**src/rtl/vend_pkg.sv**
```systemverilog
// Shared vending definitions: coin unit values, hopper select codes, dispenser FSM states.
// Consumed by change_dispenser, change_sel and change_dispenser_if.
package vend_pkg;

    // All money values are in 0.5-yuan units, matching coin_count's coin_val.
    localparam int TEN_VAL  = 20;
    localparam int ONE_VAL  = 2;
    localparam int HALF_VAL = 1;

    localparam int CNT_W = 8;

    typedef enum logic [1:0] {
        SEL_NONE = 2'b00,
        SEL_TEN  = 2'b01,
        SEL_ONE  = 2'b10,
        SEL_HALF = 2'b11
    } sel_t;

    typedef enum logic [2:0] {
        ST_IDLE    = 3'd0,
        ST_SELECT  = 3'd1,
        ST_REQ     = 3'd2,
        ST_RELEASE = 3'd3,
        ST_DONE    = 3'd4,
        ST_FAULT   = 3'd5
    } state_t;

    function automatic int unsigned sel_value(input sel_t sel);
        case (sel)
            SEL_TEN:  return TEN_VAL;
            SEL_ONE:  return ONE_VAL;
            SEL_HALF: return HALF_VAL;
            default:  return 0;
        endcase
    endfunction

endpackage

```
**src/rtl/change_dispenser_if.sv**
```systemverilog
// Bus between the vending top / coin hoppers and change_dispenser.
// master = vending top and hopper side, slave = change_dispenser.
interface change_dispenser_if
    import vend_pkg::*;
#(
    parameter int WIDTH = 10
);
    // Hopper handshake is four-phase: the dispenser raises disp_req with disp_sel
    // stable; the hopper ejects one coin and raises disp_ack; the dispenser drops
    // disp_req; the hopper drops disp_ack; only then may the next request start.
    logic             start;
    logic [WIDTH-1:0] amount;
    logic             empty_ten;
    logic             empty_one;
    logic             empty_half;
    logic             disp_ack;
    logic             fault_clr;

    logic             disp_req;
    sel_t             disp_sel;
    logic             busy;
    logic             done;
    logic             fault;
    logic [WIDTH-1:0] remaining;
    logic [CNT_W-1:0] cnt_ten;
    logic [CNT_W-1:0] cnt_one;
    logic [CNT_W-1:0] cnt_half;
    state_t           dbg_state;

    modport master (
        output start, amount, empty_ten, empty_one, empty_half, disp_ack, fault_clr,
        input  disp_req, disp_sel, busy, done, fault, remaining,
               cnt_ten, cnt_one, cnt_half, dbg_state
    );

    modport slave (
        input  start, amount, empty_ten, empty_one, empty_half, disp_ack, fault_clr,
        output disp_req, disp_sel, busy, done, fault, remaining,
               cnt_ten, cnt_one, cnt_half, dbg_state
    );

endinterface

```
**src/rtl/change_sel.sv**
```systemverilog
// Greedy coin picker: largest non-empty denomination whose value fits in remaining.
// Purely combinational; none_ok is high when nothing can be paid.
module change_sel
    import vend_pkg::*;
#(
    parameter int WIDTH = 10
) (
    input  logic [WIDTH-1:0] remaining,
    input  logic             empty_ten,
    input  logic             empty_one,
    input  logic             empty_half,
    output sel_t             sel,
    output logic             none_ok
);

    always_comb begin
        sel = SEL_NONE;
        if (!empty_ten && (remaining >= WIDTH'(TEN_VAL))) begin
            sel = SEL_TEN;
        end else if (!empty_one && (remaining >= WIDTH'(ONE_VAL))) begin
            sel = SEL_ONE;
        end else if (!empty_half && (remaining >= WIDTH'(HALF_VAL))) begin
            sel = SEL_HALF;
        end
    end

    assign none_ok = (sel == SEL_NONE);

endmodule

```
**src/rtl/change_dispenser.sv**
```systemverilog
// Pays out a balance as coins via a four-phase req/ack hopper handshake.
// Optional ack watchdog enabled by defining CHG_TIMEOUT_EN.
module change_dispenser
    import vend_pkg::*;
#(
    parameter int WIDTH      = 10,
    parameter int MAX_AMOUNT = 1000
`ifdef CHG_TIMEOUT_EN
    ,
    parameter int TIMEOUT_CYCLES = 1000000
`endif
) (
    input  logic               clk,
    input  logic               reset,
    change_dispenser_if.slave  bus
);

    state_t           state;
    state_t           state_nxt;
    sel_t             sel_q;
    sel_t             pick;
    logic             none_ok;
    logic [WIDTH-1:0] remaining_q;
    logic [WIDTH-1:0] amount_clamped;
    logic [WIDTH-1:0] coin_val;
    logic [CNT_W-1:0] cnt_ten_q;
    logic [CNT_W-1:0] cnt_one_q;
    logic [CNT_W-1:0] cnt_half_q;
    logic             timeout_hit;

    logic             req_o;
    sel_t             sel_o;
    logic             busy_o;
    logic             done_o;
    logic             fault_o;

    change_sel #(
        .WIDTH (WIDTH)
    ) u_sel (
        .remaining  (remaining_q),
        .empty_ten  (bus.empty_ten),
        .empty_one  (bus.empty_one),
        .empty_half (bus.empty_half),
        .sel        (pick),
        .none_ok    (none_ok)
    );

    assign amount_clamped = (bus.amount > WIDTH'(MAX_AMOUNT)) ? WIDTH'(MAX_AMOUNT) : bus.amount;
    assign coin_val       = WIDTH'(sel_value(sel_q));

`ifdef CHG_TIMEOUT_EN
    localparam int WD_W = $clog2(TIMEOUT_CYCLES + 1);
    logic [WD_W-1:0] wd_cnt;

    // Counts REQ cycles without ack; the cycle holding TIMEOUT_CYCLES-1 is the last one in REQ.
    always_ff @(posedge clk or negedge reset) begin
        if (!reset) begin
            wd_cnt <= '0;
        end else if ((state == ST_REQ) && !bus.disp_ack) begin
            wd_cnt <= wd_cnt + 1'b1;
        end else begin
            wd_cnt <= '0;
        end
    end

    assign timeout_hit = (wd_cnt == WD_W'(TIMEOUT_CYCLES - 1));
`else
    assign timeout_hit = 1'b0;
`endif

    always_ff @(posedge clk or negedge reset) begin
        if (!reset) begin
            state <= ST_IDLE;
        end else begin
            state <= state_nxt;
        end
    end

    always_comb begin
        state_nxt = state;
        case (state)
            ST_IDLE: begin
                if (bus.start) state_nxt = ST_SELECT;
            end
            ST_SELECT: begin
                if (remaining_q == '0) begin
                    state_nxt = ST_DONE;
                end else if (none_ok) begin
                    state_nxt = ST_FAULT;
                end else begin
                    state_nxt = ST_REQ;
                end
            end
            ST_REQ: begin
                if (bus.disp_ack) begin
                    state_nxt = ST_RELEASE;
                end else if (timeout_hit) begin
                    state_nxt = ST_FAULT;
                end
            end
            ST_RELEASE: begin
                if (!bus.disp_ack) state_nxt = ST_SELECT;
            end
            ST_DONE: begin
                state_nxt = ST_IDLE;
            end
            ST_FAULT: begin
                if (bus.fault_clr) state_nxt = ST_IDLE;
            end
            default: begin
                state_nxt = ST_IDLE;
            end
        endcase
    end

    // Outputs are decoded from state alone so an async reset drops disp_req immediately.
    always_comb begin
        req_o   = 1'b0;
        sel_o   = SEL_NONE;
        busy_o  = (state != ST_IDLE);
        done_o  = 1'b0;
        fault_o = 1'b0;
        case (state)
            ST_REQ: begin
                req_o = 1'b1;
                sel_o = sel_q;
            end
            ST_RELEASE: begin
                sel_o = sel_q;
            end
            ST_DONE: begin
                done_o = 1'b1;
            end
            ST_FAULT: begin
                fault_o = 1'b1;
            end
            default: begin
                req_o = 1'b0;
            end
        endcase
    end

    always_ff @(posedge clk or negedge reset) begin
        if (!reset) begin
            remaining_q <= '0;
            sel_q       <= SEL_NONE;
            cnt_ten_q   <= '0;
            cnt_one_q   <= '0;
            cnt_half_q  <= '0;
        end else begin
            if ((state == ST_IDLE) && bus.start) begin
                remaining_q <= amount_clamped;
                cnt_ten_q   <= '0;
                cnt_one_q   <= '0;
                cnt_half_q  <= '0;
            end
            // Empty flags only matter here; the choice is frozen for the whole REQ phase.
            if ((state == ST_SELECT) && (remaining_q != '0) && !none_ok) begin
                sel_q <= pick;
            end
            if ((state == ST_REQ) && bus.disp_ack) begin
                remaining_q <= remaining_q - coin_val;
                case (sel_q)
                    SEL_TEN:  if (cnt_ten_q  != '1) cnt_ten_q  <= cnt_ten_q  + 1'b1;
                    SEL_ONE:  if (cnt_one_q  != '1) cnt_one_q  <= cnt_one_q  + 1'b1;
                    SEL_HALF: if (cnt_half_q != '1) cnt_half_q <= cnt_half_q + 1'b1;
                    default:  ;
                endcase
            end
        end
    end

    assign bus.disp_req  = req_o;
    assign bus.disp_sel  = sel_o;
    assign bus.busy      = busy_o;
    assign bus.done      = done_o;
    assign bus.fault     = fault_o;
    assign bus.remaining = remaining_q;
    assign bus.cnt_ten   = cnt_ten_q;
    assign bus.cnt_one   = cnt_one_q;
    assign bus.cnt_half  = cnt_half_q;
    assign bus.dbg_state = state;

endmodule
```
**src/flat_wrapper.sv**
```systemverilog
// flat-port wrapper written by rule: the top's interface ports become plain ports
module change_dispenser_flat import vend_pkg::*;
#(
    parameter int WIDTH      = 10,
    parameter int MAX_AMOUNT = 1000

)
  (clk, reset, bus_start, bus_amount, bus_empty_ten, bus_empty_one, bus_empty_half, bus_disp_ack, bus_fault_clr, bus_disp_req, bus_disp_sel, bus_busy, bus_done, bus_fault, bus_remaining, bus_cnt_ten, bus_cnt_one, bus_cnt_half, bus_dbg_state);
  change_dispenser_if #(.WIDTH(WIDTH)) bus_i ();
  input  logic clk;
  input  logic reset;
  input wire logic [$bits(bus_i.start)-1:0] bus_start;
  input wire logic [$bits(bus_i.amount)-1:0] bus_amount;
  input wire logic [$bits(bus_i.empty_ten)-1:0] bus_empty_ten;
  input wire logic [$bits(bus_i.empty_one)-1:0] bus_empty_one;
  input wire logic [$bits(bus_i.empty_half)-1:0] bus_empty_half;
  input wire logic [$bits(bus_i.disp_ack)-1:0] bus_disp_ack;
  input wire logic [$bits(bus_i.fault_clr)-1:0] bus_fault_clr;
  output wire logic [$bits(bus_i.disp_req)-1:0] bus_disp_req;
  output wire logic [$bits(bus_i.disp_sel)-1:0] bus_disp_sel;
  output wire logic [$bits(bus_i.busy)-1:0] bus_busy;
  output wire logic [$bits(bus_i.done)-1:0] bus_done;
  output wire logic [$bits(bus_i.fault)-1:0] bus_fault;
  output wire logic [$bits(bus_i.remaining)-1:0] bus_remaining;
  output wire logic [$bits(bus_i.cnt_ten)-1:0] bus_cnt_ten;
  output wire logic [$bits(bus_i.cnt_one)-1:0] bus_cnt_one;
  output wire logic [$bits(bus_i.cnt_half)-1:0] bus_cnt_half;
  output wire logic [$bits(bus_i.dbg_state)-1:0] bus_dbg_state;
  assign bus_i.start = bus_start;
  assign bus_i.amount = bus_amount;
  assign bus_i.empty_ten = bus_empty_ten;
  assign bus_i.empty_one = bus_empty_one;
  assign bus_i.empty_half = bus_empty_half;
  assign bus_i.disp_ack = bus_disp_ack;
  assign bus_i.fault_clr = bus_fault_clr;
  assign bus_disp_req = bus_i.disp_req;
  assign bus_disp_sel = bus_i.disp_sel;
  assign bus_busy = bus_i.busy;
  assign bus_done = bus_i.done;
  assign bus_fault = bus_i.fault;
  assign bus_remaining = bus_i.remaining;
  assign bus_cnt_ten = bus_i.cnt_ten;
  assign bus_cnt_one = bus_i.cnt_one;
  assign bus_cnt_half = bus_i.cnt_half;
  assign bus_dbg_state = bus_i.dbg_state;
  change_dispenser #(.WIDTH(WIDTH), .MAX_AMOUNT(MAX_AMOUNT)) u_core (.clk(clk), .reset(reset), .bus(bus_i));
endmodule
```
**config.mk**
```make
export PLATFORM = sky130hd
export DESIGN_NAME = change_dispenser_flat
export DESIGN_NICKNAME = d
export VERILOG_FILES = /design/src/rtl/vend_pkg.sv /design/src/rtl/change_dispenser_if.sv /design/src/rtl/change_sel.sv /design/src/rtl/change_dispenser.sv /design/src/flat_wrapper.sv
export SDC_FILE = /design/constraint.sdc
export NUM_CORES = 1
export LEC_CHECK = 0
export ABC_AREA = 1
export CORE_UTILIZATION = 48
export DETAILED_ROUTE_END_ITERATION = 7
export DONT_BUFFER_PORTS = 1
export PLACE_DENSITY = 0.74
export SYNTH_ARGS = -nofsm -noshare
export SYNTH_HDL_FRONTEND = slang
export SYNTH_SLANG_ARGS = --single-unit
```
**constraint.sdc**
```tcl
create_clock -name clk -period 4.1 [get_ports clk]
set_clock_uncertainty 0.05 [all_clocks]
set_input_delay 0.615 -clock clk [delete_from_list [all_inputs] [get_ports clk]]
set_output_delay 0.615 -clock clk [all_outputs]
set_load 0.03 [all_outputs]
```
==> metrics, run 1 <==
leakage power=1.33 nW; total number of yosys warnings=0; Layout area overhead=6.36%; initial core utilization=approximately half; dominant synthesized flop cell=dfrtp_1; ANT nets after route=0; Crit-path slowest cell=nor3_1; pwr/cell area=between 600 and 700 nW/um^2; # fillers=506; gpl congestion=0.837; max incr delay on CP=690 ps; Worst setup SP type=register; FMAX=418 MHz; Max VDD drop=slightly below 0.4 mV; CTS tree=built; DR iter-0 viols=between 100 and 150; Mean Syn Cell Area=~7.6 um^2; initial antenna violation count=0; r2r setup slk=1920 ps; sw frac=53.2%; Slew Viols, Final=0; crit path time final=2390 ps; Synth Instances=between 300 and 400; Crit Path Class=register to output pin; clk slew on worst S/H paths=80 ps; post-route setup TNS=0 ps; Routed WL=5.37 mm; dpl ws=1900 ps; Mapped Nets=366; CTS buffer count=5; RSZ-0062 raised after global routing=no; Synth Cell Area=around 2600 um^2; CTS max path bufs=2; Layout Cells excl Fill=416; CP arrival=1730 ps; status=finished, final reports clean; grt ovf=0; I/O pin count=61; die width=75.3 um; core area=5140 um^2; top cell type's share of synthesized area=37.9%; slew margin rel.=41.0%; diodes inserted=0; via count=between 2000 and 2500; TritonRoute pass-1 iters=4; htree depth=2; Fin. Hold Viols=0; Pint=0.878 mW; Pwr Total=1.88 mW; layout net count=371; critical-path cell list=inv_2 -> nor3_1; Synth area leader=dfrtp_1; Seq/Total Area, Yosys=37.9%; asr flop ratio synth=100%; Setup crit end kind=output pin; # placed instances=407; GRT Util Overall=19.9%; register bit total from synthesis=39; via-per-instance ratio=5.23; number of synthesized flops with an enable pin=0; Least-Margin Pin Slew=about 880 ps; top cells by area, synth=dfrtp_1 38%, nand2_1 11%, nand3_1 7.0%; DRC viols=0; CP Max Fanout=5; # rows=26; clock share of power=13.5%; final setup vio count=0; Max Cap Violations=0; Seq pwr share=44.2%; die area=5670 um^2; CTS root buf=clkbuf_8; DIE HEIGHT=75.3 um; Synth cell types=36; share of cells above drive strength 1=between 10 and 15%; Post-DP HPWL=approximately 4.1 mm; largest net degree at the start of global routing=40; critical path required time=3430 ps; clk_lat worst skew=290 ps; PnR worst setup slack=1710 ps; global-route wire length before repair=8.60 mm; net switching power=1.00 mW; average wire per standard cell=12.9 um; vias in the first global route=1883; post-cts gate resize count=0; Clock Sinks=39; Logic pwr share=42.2%; # port buffers=0; final period utilization=58.4%; HP Class=primary input to async pin
-- final cells by class --
type | count | area (um^2) | area share (%)
clock inverter | 3 | 15.0 | 0.548
tap | 70 | 87.6 | 3.19
clock buffer | 5 | 68.8 | 2.51
multi-input combinational | 246 | 1380 | 50.3
timing repair buffer | 1 | 20.0 | 0.730
sequential | 39 | 976 | 35.6
inverter | 52 | 196 | 7.17
-- Yosys cell counts, types with 4 or more instances --
| cell | number |
|---|---|
| nand4_1 | 5 |
| nand3_1 | 36 |
| nor3_1 | 9 |
| xnor2_1 | 4 |
| inv_2 | 5 |
| o22ai_1 | 12 |
| dfrtp_1 | 39 |
| o21bai_1 | 5 |
| nor2_1 | 34 |
| o21ai_0 | 9 |
| xor2_1 | 13 |
| a21oi_1 | 8 |
| ha_1 | 7 |
| nand2_1 | 74 |
| inv_1 | 46 |
-- kinds of logic (layout without fill, tap and decap cells) --
family / count (synthesis) / in the layout / share of synthesized area [%]
AOI/OAI and AO/OA: 47 / 47 / 11.7
xor gates and xnor gates: 17 / 17 / 5.78
adders and majority gates: 8 / 8 / 4.17
buffers and inverters: 55 / 61 / 8.69
DFF: 39 / 39 / 37.9
and+or+nand+nor: 174 / 174 / 31.8
-- through the flow --
| stage | hold WS [ps] | area (um^2) | util, % |
|---|---|---|---|
| final | 108 | 2740 | 53.3 |
| after global routing | 111 | 2740 | 53.3 |
| after CTS | 112 | 2740 | 53.3 |
| after detailed placement | 270 | 2640 | 51.3 |
| after global placement | 270 | 2640 | 51.3 |
| after floorplan | 269 | 2580 | - |
-- cells in the final DEF (no fill, tap or decap), types with 4 or more instances in the layout --
master,Yosys,final
xor2_1,13,13
ha_1,7,7
o21ai_0,9,9
nand3_1,36,36
dfrtp_1,39,39
nand2_1,74,74
nand4_1,5,5
a21oi_1,8,8
nor3_1,9,9
clkbuf_8,0,5
inv_2,5,5
inv_1,46,46
xnor2_1,4,4
o22ai_1,12,12
nor2_1,34,34
clkinv_2,1,4
o21bai_1,5,5
-- worst max-delay path, delay by kind of cell, from the launching register on --
| family | cells | cell delay (ps) |
|---|---|---|
| DFF | 1 | 620 |
| buffers and inverters | 1 | 120 |
| and+or+nand+nor | 1 | 690 |
-- repair_timing --
| action | CTS | global route |
|---|---|---|
| hold buffers | 1 | 0 |
| setup buffers | 0 | 0 |
| endpoints found under the hold margin | 39 | 0 |
-- per-layer routing --
metal  share of wire [%]  GRT usage (%)
met5                   0              0
met1                  44           25.8
met3                 8.1           6.16
met2                  47           32.5
met4                0.86           4.32
-- state kept, by name (all words and copies together) (netlist names) --
signal,count
u_core.bus.remaining,10
u_core.bus.cnt_half,8
u_core.bus.cnt_one,8
u_core.bus.cnt_ten,8
u_core.bus.dbg_state,3
u_core.sel_q,2
-- power by group through the flow --
stage	clock network [mW]	registers [mW]	logic, mW
2_1_floorplan	0	0.795	0.675
3_3_place_gp	0	0.837	0.770
3_5_place_dp	0	0.837	0.782
4_1_cts	0.262	0.831	0.796
5_1_grt	0.278	0.851	0.912
6_report	0.254	0.831	0.793
-- worst paths after layout --
| kind | startpoint | to | cells past startpoint |
|---|---|---|---|
| max | u_core.bus.dbg_state[2]$_DFFE_PN0P_ | bus_done | 2 |
| min | reset | u_core.bus.remaining[8]$_DFFE_PN0P_ | 1 |
| max reg2reg | u_core.bus.dbg_state[0]$_DFFE_PN0P_ | u_core.bus.remaining[1]$_DFFE_PN0P_ | 5 |
| min reg2reg | u_core.sel_q[0]$_DFFE_PN0P_ | u_core.sel_q[0]$_DFFE_PN0P_ | 2 |
| max in group asynchronous | reset | u_core.bus.remaining[0]$_DFFE_PN0P_ | 1 |
| min in group clk | bus_amount[3] | u_core.bus.remaining[3]$_DFFE_PN0P_ | 2 |
Power figures use the tool's default switching activity.
==> inputs of run 2 (changes only) <==
PLACE_DENSITY = 0.76   (was 0.74)
clock period = 2.2 ns   (was 4.1 ns; I/O delays follow)
==> metrics, run 2 (synthesized netlist as in run 1, its figures left out) <==
CTS max path bufs=2; critical path required time=2330 ps; diodes inserted=0; total placed instance area=between 2000 and 3000 um^2; # rows=26; layout net count=389; HP Class=primary input to register; final setup vio count=0; grt ovf=0; Routed WL=5.72 mm; Sequential Area=around 980 um^2; CTS buffer count=5; leakage power=around 1.4 nW; Max VDD drop=0.743 mV; clk_lat worst skew=290 ps; average wire per standard cell=between 10 and 15 um; initial antenna violation count=0; initial core utilization=50.1%; Setup crit end kind=register; CTS tree=built; post-route setup TNS=0 ps; commonest non-fill, non-tap cell in the layout=nand2_1; CTS root buf=clkbuf_8; Slew Viols, Final=0; share of cells above drive strength 1=between 10% and 20%; Post-DP HPWL=around 4.4 mm; TritonRoute pass-1 iters=4; Max Cap Violations=0; Worst setup SP type=register; # Post-CTS Setup Buffers=0; DR iter-0 viols=95; global-route wire length before repair=9.20 mm; die width=75.3 um; multi-input logic area=around 1400 um^2; # port buffers=0; Least-Margin Pin Slew=about 550 ps; Fin. Hold Viols=0; # fillers=499; cell area after layout=2890 um^2; crit path time final=2030 ps; via count=2288; ANT nets after route=0; gpl congestion=0.830; slew margin rel.=a little under two thirds; final period utilization=92.3%; Crit Path Class=register to register; I/O pin count=61; GRT Util Overall=21.1%; Clock Sinks=39; die area=5670 um^2; status=finished, final reports clean; vias in the first global route=2101; commonest non-fill, non-tap cells in the layout=73 x nand2_1, 46 x inv_1, 39 x dfrtp_1; CP arrival=between 2000 and 2500 ps; via-per-instance ratio=5.28; FMAX=slightly below 500 MHz; core area=5140 um^2; max reg flops=10; htree depth=2; DIE HEIGHT=75.3 um; Layout area overhead=12.1%; clk slew on worst S/H paths=80 ps; pwr/cell area=1290 nW/um^2; DRC viols=0; CP Max Fanout=4; largest net degree at the start of global routing=40
==> run 2: worst max-delay path, cell delays in order, from the launching register on <==
cell	delay [ps]
dfrtp_1	430
nand2_2	110
inv_1	50
ha_1	200
fa_1	430
inv_1	80
nand2_1	50
nand3_1	110
nand2_1	100
nand3_1	120
o22ai_1	70
nand2_1	80
nand2_1	50
==> run 2: cell type report <==
| cell class | instances | area share (%) |
|---|---|---|
| Clock buffer | 6 | 2.86 |
| Sequential cell | 39 | 33.8 |
| Timing Repair Buffer | 19 | 5.46 |
| Clock inverter | 1 | 0.173 |
| Multi-Input combinational cell | 246 | 47.9 |
| Tap cell | 70 | 3.03 |
| Inverter | 52 | 6.80 |
==> run 2: path summary, 6_finish.rpt <==
kind | cells past startpoint | slack, ps | end | startpoint
setup reg to reg | 12 | 170 | u_core.bus.remaining[6]$_DFFE_PN0P_ | u_core.sel_q[1]$_DFFE_PN0P_
min in group asynchronous | 2 | 480 | u_core.bus.cnt_half[3]$_DFF_PN0_ | reset
hold reg to reg | 2 | 520 | u_core.sel_q[0]$_DFFE_PN0P_ | u_core.sel_q[0]$_DFFE_PN0P_
setup / recovery | 12 | 170 | u_core.bus.remaining[6]$_DFFE_PN0P_ | u_core.sel_q[1]$_DFFE_PN0P_
max in group asynchronous | 2 | 1420 | u_core.bus.remaining[6]$_DFFE_PN0P_ | reset
hold / removal | 2 | 140 | u_core.bus.remaining[3]$_DFFE_PN0P_ | bus_amount[3]
==> run 2: power by group <==
part	internal, mW	switching (mW)	leakage [nW]	total [mW]
clock	0.246	0.249	0.0470	0.495
combinational	0.665	1.26	0.871	1.92
sequential	0.906	0.406	0.508	1.31
==> run 2: what timing repair did <==
action,CTS,global route
endpoints found under the hold margin,39,0
resized for setup,0,2
hold buffers,2,0
setup endpoints to repair,0,3
==> run 2: per-layer routing <==
layer  share of wire (%)  vias to the layer above  GRT usage (%)
met4                 1.2                        0           5.56
met5                   0                        -              0
li1                    -                     1150              -
met1                  43                     1072           25.5
met2                  49                       59           36.7
met3                 6.1                        7           6.02
==> run 2: stage by stage <==
| stage | util, % | cells | setup WS, ps | hold WS (ps) | power, mW |
|---|---|---|---|---|---|
| detailed placement | 53.8 | 424 | 157 | -14.6 | 3.19 |
| floorplan | - | 340 | 242 | -15.6 | 2.74 |
| CTS | 56.1 | 433 | 146 | 137 | 3.72 |
| finish | 56.2 | 433 | 169 | 142 | 3.73 |
| global placement | 53.8 | 424 | 236 | -14.6 | 3.16 |
| global route | 56.2 | 433 | -0.974 | 128 | 4.06 |
